$ cat src/rtl/rx_frame_stat_gen_if.sv
// Receive-side frame bus plus the per-frame statistics outputs.
// The master drives the byte stream; the slave (statistics block)
// returns the strobe, the event flags and the counter-update vector.
interface rx_frame_stat_gen_if #(
   parameter int VEC_NUM = 4
);
   logic                   rx_dv;
   logic                   rx_sof;
   logic                   rx_eof;
   logic [7:0]             rx_data;
   logic                   rx_err;
   logic                   rx_crc_ok;
   logic                   stat_chk;
   logic [63:0]            stat_bit;
   logic [36*VEC_NUM-1:0]  stat_vec;

   modport master (
      output rx_dv, rx_sof, rx_eof, rx_data, rx_err, rx_crc_ok,
      input  stat_chk, stat_bit, stat_vec
   );

   modport slave (
      input  rx_dv, rx_sof, rx_eof, rx_data, rx_err, rx_crc_ok,
      output stat_chk, stat_bit, stat_vec
   );
endinterface

$ cat src/rtl/rx_frame_stat_gen.sv
// Per-frame receive statistics generator.
// Tracks one frame at a time (length, destination-address class, sticky
// PHY error) and, one cycle after the frame closes, emits a strobe with
// a 64-bit event-flag word and a list of {index, value} counter updates.
module rx_frame_stat_gen #(
   parameter int MAX_LEN = 1518,
   parameter int MIN_LEN = 64,
   parameter int VEC_NUM = 4
) (
   input  logic               clk,
   input  logic               rst,
   input  logic               clr_in,
   rx_frame_stat_gen_if.slave bus
);

   localparam int          VW    = 36 * VEC_NUM;
   localparam logic [31:0] MIN_L = 32'(MIN_LEN);
   localparam logic [31:0] MAX_L = 32'(MAX_LEN);

   typedef enum logic [1:0] {IDLE, DA, BODY} state_t;

   state_t        state, state_nx;
   logic [15:0]   cnt;
   logic          all_ff;
   logic          da_mc;
   logic          err_stk;

   logic          start_p0, cont_p0, trunc_p0, vld_p0;
   logic [15:0]   b_cnt;
   logic          b_ff, b_mc, b_err;
   logic [15:0]   len_p0;
   logic [63:0]   bits_p0;

   logic          vld_p1;
   logic [63:0]   stat_bit_p1;
   logic [VW-1:0] stat_vec_p1;

   function automatic logic [15:0] sat_inc(input logic [15:0] v);
      return (v == 16'hFFFF) ? v : v + 16'd1;
   endfunction

   function automatic logic [63:0] make_bits(input logic [15:0] len,
                                             input logic ff, mc, err,
                                             input logic crc_bad, trunc);
      logic [31:0] l;
      logic        bc, mcst;
      logic [63:0] b;
      l    = {16'd0, len};
      b    = '0;
      // Fewer than six address bytes seen means the frame is unicast.
      bc   = (l >= 32'd6) & ff;
      mcst = (l >= 32'd6) & ~ff & mc;
      b[0]  = 1'b1;
      b[1]  = ~trunc & ~crc_bad & ~err & (l >= MIN_L) & (l <= MAX_L);
      b[2]  = crc_bad;
      b[3]  = err;
      b[4]  = (l < MIN_L);
      b[5]  = (l > MAX_L);
      b[6]  = bc;
      b[7]  = mcst;
      b[8]  = ~bc & ~mcst;
      b[9]  = (l == 32'd64);
      b[10] = (l >= 32'd65)   & (l <= 32'd127);
      b[11] = (l >= 32'd128)  & (l <= 32'd255);
      b[12] = (l >= 32'd256)  & (l <= 32'd511);
      b[13] = (l >= 32'd512)  & (l <= 32'd1023);
      b[14] = (l >= 32'd1024) & (l <= MAX_L);
      b[15] = trunc;
      return b;
   endfunction

   function automatic logic [VW-1:0] make_vec(input logic [63:0] b,
                                              input logic [15:0] len);
      logic [255:0]  all4;
      logic [35:0]   e0, e1, e2, e3;
      logic [VW-1:0] v;
      e0   = {4'd1, 16'd0, len};
      e1   = b[1] ? {4'd2, 16'd0, len} : 36'd0;
      e2   = b[2] ? {4'd3, 16'd0, len} : 36'd0;
      e3   = (b[6] | b[7]) ? {4'd4, 32'd1} : 36'd0;
      all4 = {112'd0, e3, e2, e1, e0};
      v    = '0;
      for (int i = 0; i < VW; i++) begin
         v[i] = (i < 144) ? all4[i[7:0]] : 1'b0;
      end
      return v;
   endfunction

   // Classify the current byte and form the closing-frame summary.
   always_comb begin
      start_p0 = bus.rx_dv & bus.rx_sof & ~clr_in;
      cont_p0  = bus.rx_dv & ~bus.rx_sof & ~clr_in & (state != IDLE);
      trunc_p0 = start_p0 & (state != IDLE);
      b_cnt    = cnt;
      b_ff     = all_ff;
      b_mc     = da_mc;
      b_err    = err_stk;
      if (start_p0) begin
         b_cnt = 16'd1;
         b_ff  = (bus.rx_data == 8'hFF);
         b_mc  = bus.rx_data[0];
         b_err = bus.rx_err;
      end else if (cont_p0) begin
         b_cnt = sat_inc(cnt);
         b_ff  = (cnt < 16'd6) ? (all_ff & (bus.rx_data == 8'hFF)) : all_ff;
         b_err = err_stk | bus.rx_err;
      end
      vld_p0 = trunc_p0 | (bus.rx_eof & ((start_p0 & (state == IDLE)) | cont_p0));
      // A restart closes the old frame as it stood before this byte.
      if (trunc_p0) begin
         len_p0  = cnt;
         bits_p0 = make_bits(cnt, all_ff, da_mc, err_stk, 1'b0, 1'b1);
      end else begin
         len_p0  = b_cnt;
         bits_p0 = make_bits(b_cnt, b_ff, b_mc, b_err, ~bus.rx_crc_ok, 1'b0);
      end
   end

   // Next-state logic; a restart that also carries eof leaves no open frame.
   always_comb begin
      state_nx = state;
      if (clr_in) begin
         state_nx = IDLE;
      end else if (start_p0) begin
         state_nx = bus.rx_eof ? IDLE : DA;
      end else if (cont_p0) begin
         if (bus.rx_eof)            state_nx = IDLE;
         else if (b_cnt >= 16'd6)   state_nx = BODY;
         else                       state_nx = DA;
      end
   end

   // FSM state register.
   always_ff @(posedge clk or posedge rst) begin
      if (rst) state <= IDLE;
      else     state <= state_nx;
   end

   // Running frame length, address-class tracking and sticky error.
   always_ff @(posedge clk or posedge rst) begin
      if (rst) begin
         cnt     <= '0;
         all_ff  <= 1'b0;
         da_mc   <= 1'b0;
         err_stk <= 1'b0;
      end else if (clr_in) begin
         cnt     <= '0;
         all_ff  <= 1'b0;
         da_mc   <= 1'b0;
         err_stk <= 1'b0;
      end else if (start_p0 | cont_p0) begin
         cnt     <= b_cnt;
         all_ff  <= b_ff;
         da_mc   <= b_mc;
         err_stk <= b_err;
      end
   end

   // ---- p0 -> p1: register the frame summary; outputs hold between strobes.
   always_ff @(posedge clk or posedge rst) begin
      if (rst) begin
         vld_p1      <= 1'b0;
         stat_bit_p1 <= '0;
         stat_vec_p1 <= '0;
      end else begin
         vld_p1 <= vld_p0;
         if (vld_p0) begin
            stat_bit_p1 <= bits_p0;
            stat_vec_p1 <= make_vec(bits_p0, len_p0);
         end
      end
   end

   assign bus.stat_chk = vld_p1;
   assign bus.stat_bit = stat_bit_p1;
   assign bus.stat_vec = stat_vec_p1;

endmodule

$ cat src/flat_wrapper.sv
// flat-port wrapper written by rule: the top's interface ports become plain ports
module rx_frame_stat_gen_flat 
#(
   parameter int MAX_LEN = 1518,
   parameter int MIN_LEN = 64,
   parameter int VEC_NUM = 4
)
  (clk, rst, clr_in, bus_rx_dv, bus_rx_sof, bus_rx_eof, bus_rx_data, bus_rx_err, bus_rx_crc_ok, bus_stat_chk, bus_stat_bit, bus_stat_vec);
  rx_frame_stat_gen_if #(.VEC_NUM(VEC_NUM)) bus_i ();
  input  logic clk;
  input  logic rst;
  input  logic clr_in;
  input wire logic [$bits(bus_i.rx_dv)-1:0] bus_rx_dv;
  input wire logic [$bits(bus_i.rx_sof)-1:0] bus_rx_sof;
  input wire logic [$bits(bus_i.rx_eof)-1:0] bus_rx_eof;
  input wire logic [$bits(bus_i.rx_data)-1:0] bus_rx_data;
  input wire logic [$bits(bus_i.rx_err)-1:0] bus_rx_err;
  input wire logic [$bits(bus_i.rx_crc_ok)-1:0] bus_rx_crc_ok;
  output wire logic [$bits(bus_i.stat_chk)-1:0] bus_stat_chk;
  output wire logic [$bits(bus_i.stat_bit)-1:0] bus_stat_bit;
  output wire logic [$bits(bus_i.stat_vec)-1:0] bus_stat_vec;
  assign bus_i.rx_dv = bus_rx_dv;
  assign bus_i.rx_sof = bus_rx_sof;
  assign bus_i.rx_eof = bus_rx_eof;
  assign bus_i.rx_data = bus_rx_data;
  assign bus_i.rx_err = bus_rx_err;
  assign bus_i.rx_crc_ok = bus_rx_crc_ok;
  assign bus_stat_chk = bus_i.stat_chk;
  assign bus_stat_bit = bus_i.stat_bit;
  assign bus_stat_vec = bus_i.stat_vec;
  rx_frame_stat_gen #(.MAX_LEN(MAX_LEN), .MIN_LEN(MIN_LEN), .VEC_NUM(VEC_NUM)) u_core (.clk(clk), .rst(rst), .clr_in(clr_in), .bus(bus_i));
endmodule
$ cat config.mk
export PLATFORM = sky130hd
export DESIGN_NAME = rx_frame_stat_gen_flat
export DESIGN_NICKNAME = d
export VERILOG_FILES = /design/src/rtl/rx_frame_stat_gen_if.sv /design/src/rtl/rx_frame_stat_gen.sv /design/src/flat_wrapper.sv
export SDC_FILE = /design/constraint.sdc
export NUM_CORES = 1
export LEC_CHECK = 0
export ABC_AREA = 0
export CORE_MARGIN = 2
export CORE_UTILIZATION = 45
export DETAILED_ROUTE_END_ITERATION = 7
export PLACE_DENSITY = 0.82
export SYNTH_ARGS = -nofsm -noshare
export SYNTH_HDL_FRONTEND = slang
export SYNTH_SLANG_ARGS = --single-unit
$ cat constraint.sdc
create_clock -name clk -period 3.75 [get_ports clk]
set_clock_uncertainty 0.05 [all_clocks]
set_input_delay 0.75 -clock clk [delete_from_list [all_inputs] [get_ports clk]]
set_output_delay 0.75 -clock clk [all_outputs]
set_load 0.01 [all_outputs]
==> results of run 1 <==
registers in the layout (all words and copies together) (netlist names):
register and flops:
u_core.err_stk 1, u_core.bus.stat_vec 49, u_core.state 2, u_core.all_ff 1, u_core.da_mc 1, u_core.cnt 16, u_core.bus.stat_bit 16, u_core.bus.stat_chk 1
area by class of cell:
| type | count | area, um^2 | share of cell area, % |
|---|---|---|---|
| inverter | 11 | 42.5 | 0.626 |
| multi-input combinational | 508 | 2790 | 41.1 |
| clock buffer | 10 | 229 | 3.37 |
| sequential | 87 | 2180 | 32.0 |
| timing repair buffer | 136 | 1270 | 18.7 |
| clock inverter | 6 | 67.6 | 0.994 |
| tap | 172 | 215 | 3.17 |
power breakdown:
part | switching (uW) | internal [uW] | leakage [uW]
clock | 388 | 520 | 0.000139
sequential | 17.4 | 966 | 0.00119
combinational | 187 | 110 | 0.00180
total | 592 | 1600 | 0.00313
worst max path at each step:
stage                   from                 endpoint  slack, ns
2_1_floorplan  u_core.cnt[0]  u_core.bus.stat_vec[46]       0.68
3_3_place_gp          clr_in   u_core.bus.stat_bit[8]       0.19
3_5_place_dp          clr_in   u_core.bus.stat_bit[8]       0.11
4_1_cts        u_core.cnt[1]  u_core.bus.stat_vec[46]       0.29
5_1_grt        u_core.cnt[1]  u_core.bus.stat_vec[46]       0.09
6_report       u_core.cnt[1]  u_core.bus.stat_vec[46]       0.24
cells by family (layout without fill, tap and decap cells):
| kind of cell | count (synthesis) | after routing | synth area share [%] |
|---|---|---|---|
| flip-flops | 87 | 87 | 38.2 |
| other | 1 | 138 | 0.0658 |
| adder cells (fa/ha/maj) | 4 | 4 | 0.878 |
| buffers and inverters | 187 | 163 | 22.1 |
| AND/OR/NAND/NOR | 205 | 205 | 19.7 |
| XOR/XNOR | 4 | 4 | 0.615 |
| multiplexers | 3 | 3 | 0.571 |
| AO/OA/AOI/OAI | 154 | 154 | 18.0 |
layout by cell type (no fill, tap or decap), drive strengths merged, types with 4 or more instances in the layout:
master,instances
buf,50
nand3,16
inv,12
a21oi,19
or3,4
and4,4
nor4,12
dfrtp,87
clkbuf,10
clkdlybuf4s50,86
o31ai,12
a32oi,4
a22o,6
nand3b,14
a22oi,13
nand4,11
nor2,31
and2,9
conb,138
nand2,72
o21ai,61
ha,4
a21o,5
nor3,9
a211oi,4
o21a,4
nand2b,6
per-layer routing:
| metal | vias up | GRT usage (%) | part of all wire (%) |
|---|---|---|---|
| met5 | - | 0 | 0 |
| met2 | 292 | 35.4 | 45 |
| met4 | 0 | 9.65 | 2.5 |
| met1 | 2309 | 30.8 | 43 |
| li1 | 2217 | - | - |
| met3 | 29 | 4.83 | 9.2 |
stage by stage:
step / total power (uW) / instance area [um^2] / utilization (%) / setup WS [ns]
CTS: 2200 / 6800 / 54.3 / 0.293
finish: 2190 / 6800 / 54.3 / 0.240
global route: 2280 / 6800 / 54.3 / 0.0861
floorplan: 1280 / 6220 / - / 0.675
global placement: 1290 / 6500 / 51.9 / 0.186
detailed placement: 1290 / 6500 / 51.9 / 0.107
worst max-delay path, delay by kind of cell (launching register included):
family / cells / cell delay (ns)
multiplexers: 1 / 0.40
AND/OR/NAND/NOR: 6 / 1.73
adder cells (fa/ha/maj): 1 / 0.38
flip-flops: 1 / 0.48
AO/OA/AOI/OAI: 1 / 0.34
==> results_dict.tcl, run 1 <==
set metrics [dict create \
    gp_congestion 0.989 \
    syn2layout_area_growth_pct 19.2 \
    grt_use_total_pct 22.7 \
    ys.flop_type "dfrtp_1" \
    core_area_mm2 0.0125 \
    final-hold-violation-count 0 \
    postSynthCellCount 645 \
    synth_area_leader_cell "dfrtp_1" \
    r2r_cells 9 \
    drt_wl_total_um 15200 \
    dr.pass1.iters 5 \
    clk_pin_slew_ns 0.07 \
    row_count 41 \
    drc_errors 0 \
    ys_types 69 \
    yosysWarnings 0 \
    status "finished clean" \
    hold_start "u_core.bus.stat_vec[77]" \
    drive_above_1_share_pct 10.8 \
    cp_cell_sequence "ha_1 -> nand4_4 -> or4_1 -> nand4_1 -> mux2_2 -> nor4b_1 -> and4_1 -> nor2_1 -> o41ai_1" \
    synth_edf_count 0 \
    slew-limit-headroom_pct 50.6 \
    place.port_buffers 86 \
    max_freq_mhz 285 \
    r2r-end "u_core.bus.stat_vec[46]" \
    layout_min_cycle_time_ns 3.51 \
    ys_ff_latch 87 \
    r2r_start "u_core.cnt[1]" \
    crit_fanout 9 \
    grt_max_degree 88 \
    tritoncts "built" \
    p_per_area_mw_per_mm2 322 \
    crit_type "reg2reg" \
    cp.required_ns 3.93 \
    detail-route-antenna-nets 0 \
    viasPerCell 5.21 \
    routedWlPerCell_um 16.3 \
    overflow 0 \
    cts_setup_buffers 0 \
    cts_resized 0 \
    antenna_found_initial 0 \
    die_x_um 117 \
    synth_area_mm2 0.00570 \
    maxCapViolCount 0 \
    clockRootBuffer "clkbuf_16" \
    worstHoldPathCells 2 \
    cp-end-kind "flop" \
    io_pins 225 \
    cts.path.max_buffers 2 \
    initial_core_util_pct 45.6 \
    die_area_mm2 0.0136 \
    die_h_um 117 \
    clk-insertion-delay-late_ns 0.35 \
    p_leak_uw 0.00313 \
    synth.top_cell.area_share_pct 38.2 \
    avgSynthCellArea_um2 8.84 \
    timing.final.crit_share_pct 93.6 \
    arrival_ns 3.69 \
    start_kind "flop" \
    async_reset_ff_share_pct 100 \
    max_stage_delay_ns 0.63 \
    first_iter_violations 507 \
    finalSetupTns_ns 0 \
    vias 4847 \
    place_hpwl_um 11200 \
    grt_pass1_wl_um 23700 \
    fin_nets 773 \
    clkSinkCount 87 \
    slowest_stage "or4_1" \
    netlist_top_cells_area "dfrtp_1 (38%), buf_4 (19%), nand2_1 (4.7%)" \
    tightest_slew_ns 0.739 \
    cts_buffers 9 \
    yosysMostFrequentCell "buf_4" \
    rsz0062_at_grt "no" \
    peakVddDrop_uv 170 \
    ys_seq_area_share_pct 38.2 \
    holdWs_ns 0.426 \
    fillers 1173 \
    setup_viol 0 \
    min_path_type "reg2reg" \
    final_cell_count_no_fill 930 \
    antennaDiodeCount 0 \
    htree_levels 3 \
    holdPathEnd "u_core.bus.stat_vec[77]" \
    regToRegSetupSlack_ns 0.24 \
    place_inst 914 \
    slew_violations 0 \
    yosys-top-cells-count "buf_4 (144), dfrtp_1 (87), nand2_1 (72)" \
    cts_hold_buffers 0 \
    grt_pass1_vias 4478 \
]
Note: power is estimated with default switching activity, not from simulation.
==> run 2, diff against run 1 <==
Settings changed: CORE_ASPECT_RATIO set to 1.2.
==> results_dict.tcl, run 2 (same netlist as run 1, synthesis figures left out) <==
set metrics [dict create \
    cp_cell_sequence "clkdlybuf4s50_1 -> nand2b_1 -> nor3_2 -> buf_4 -> nand4_1 -> mux2_2 -> nor4b_1 -> and4_1 -> o21ai_2 -> buf_4 -> o41ai_2" \
    viasPerCell 5.22 \
    vias 4894 \
    p_clk_share_pct 41.3 \
    drive_above_1_share_pct 12.8 \
    clk-insertion-delay-late_ns 0.35 \
    power.switching_uw 589 \
    fillers 1137 \
    grt_pass1_wl_um 25200 \
    p_int_uw 1590 \
    combPwrFrac_pct 13.6 \
    htree_levels 3 \
    register_area_mm2 0.00218 \
    crit_start "clr_in" \
    multi_input_area_mm2 0.00279 \
    die_x_um 107 \
    max_stage_delay_ns 0.46 \
    seq_power_share_pct 45.1 \
    slowest_stage "clkdlybuf4s50_1" \
    max_freq_mhz 305 \
    antenna_found_initial 0 \
    syn2layout_area_growth_pct 20.7 \
    routedWlPerCell_um 17.0 \
    crit_type "in2reg" \
    r2r_start "u_core.cnt[1]" \
    first_iter_violations 443 \
    min_path_type "reg2reg" \
    crit_fanout 6 \
    die_h_um 127 \
    cts.path.max_buffers 2 \
    slew-limit-headroom_pct 43.6 \
    cts_hold_buffers 0 \
    grt_pass1_vias 4534 \
    start_kind "primary input" \
    setup_viol 0 \
    slew_violations 0 \
    r2r_cells 10 \
    p_leak_uw 0.00320 \
    status "finished clean" \
    regToRegSetupSlack_ns 0.50 \
    place_hpwl_um 12200 \
    r2r-end "u_core.bus.stat_vec[41]" \
    drt_wl_total_um 15900 \
    cts_resized 0 \
    io_pins 225 \
    gp_congestion 0.988 \
    tightest_slew_ns 0.840 \
    grt_use_total_pct 24.0 \
    final_common_cell "conb_1" \
    largest_reg_flops 49 \
    final_cell_count_no_fill 938 \
    arrival_ns 3.47 \
    setup.worst_path.end "u_core.bus.stat_vec[41]" \
    worst-path-stages 11 \
    maxCapViolCount 0 \
    finalSetupTns_ns 0 \
    drc_errors 0 \
    clockRootBuffer "clkbuf_16" \
    core_area_mm2 0.0125 \
    p_per_area_mw_per_mm2 317 \
    overflow 0 \
    cp.required_ns 3.94 \
    switching_share_pct 27.0 \
    dr.pass1.iters 5 \
    final-hold-violation-count 0 \
    place_inst 922 \
    cp-end-kind "flop" \
    cts_buffers 9 \
    row_count 45 \
    layout_min_cycle_time_ns 3.28 \
    die_area_mm2 0.0136 \
    layout_common_cells "conb_1 (138), dfrtp_1 (87), clkdlybuf4s50_1 (86)" \
    fin_nets 789 \
    crit_top_cell "buf_4" \
    rsz0062_at_grt "no" \
    total_power_uw 2180 \
    antennaDiodeCount 0 \
    peakVddDrop_uv 186 \
    detail-route-antenna-nets 0 \
    clk_pin_slew_ns 0.06 \
    timing.final.crit_share_pct 87.4 \
    grt_max_degree 88 \
    clkSinkCount 87 \
    tritoncts "built" \
    place.port_buffers 86 \
    cp_top_family "simple AND/OR/NAND/NOR gates" \
    crit_buf_inv 3 \
    initial_core_util_pct 45.6 \
    cts_setup_buffers 0 \
]
[run 2: tightest hold or removal path: cells and delay by family (launching register included)]
kind	cells	cell delay, ns
flip-flops	1	0.34
AND/OR/NAND/NOR	1	0.04
AO/OA/AOI/OAI	1	0.06
[run 2: worst min-delay path by stage]
stage                                 start                 endpoint  slack [ns]  cells past startpoint
floorplan                      u_core.da_mc             u_core.da_mc        0.43                      2
global placement    u_core.bus.stat_vec[79]  u_core.bus.stat_vec[79]        0.41                      2
detailed placement  u_core.bus.stat_bit[15]  u_core.bus.stat_bit[15]        0.41                      2
CTS                  u_core.bus.stat_vec[9]   u_core.bus.stat_vec[9]        0.43                      1
global route        u_core.bus.stat_vec[48]  u_core.bus.stat_vec[48]        0.45                      1
finish               u_core.bus.stat_vec[0]   u_core.bus.stat_vec[0]        0.43                      2
[run 2: metrics by stage]
stage	hold slack (ns)	util, %	setup WS, ns	area [um^2]
2_1_floorplan	0.435	-	0.675	6220
3_3_place_gp	0.412	52.7	0.169	6590
3_5_place_dp	0.414	52.7	0.178	6590
4_1_cts	0.430	55.1	0.535	6880
5_1_grt	0.455	55.1	0.254	6880
6_report	0.427	55.1	0.473	6880
[run 2: final cells by class]
| type | instances | share of cell area (%) |
|---|---|---|
| Timing Repair Buffer | 152 | 19.9 |
| Sequential cell | 87 | 31.6 |
| Clock buffer | 9 | 3.27 |
| Tap cell | 164 | 2.98 |
| Multi-Input combinational cell | 508 | 40.6 |
| Inverter | 11 | 0.618 |
| Clock inverter | 7 | 1.04 |
[run 2: layer usage]
| metal | wire length, um | GRT usage, % | vias to the layer above |
|---|---|---|---|
| met1 | 6430 | 30.7 | 2338 |
| met5 | 0 | 0 | - |
| li1 | - | - | 2227 |
| met2 | 7710 | 39.5 | 282 |
| met4 | 580 | 10.0 | 0 |
| met3 | 1210 | 4.85 | 47 |
[run 2: power groups by stage]
stage | combinational (uW) | clock (uW) | sequential, uW
global placement | 291 | 0 | 1000
CTS | 295 | 916 | 985
finish | 296 | 901 | 984
detailed placement | 294 | 0 | 1000
global route | 326 | 955 | 988
floorplan | 264 | 0 | 1010
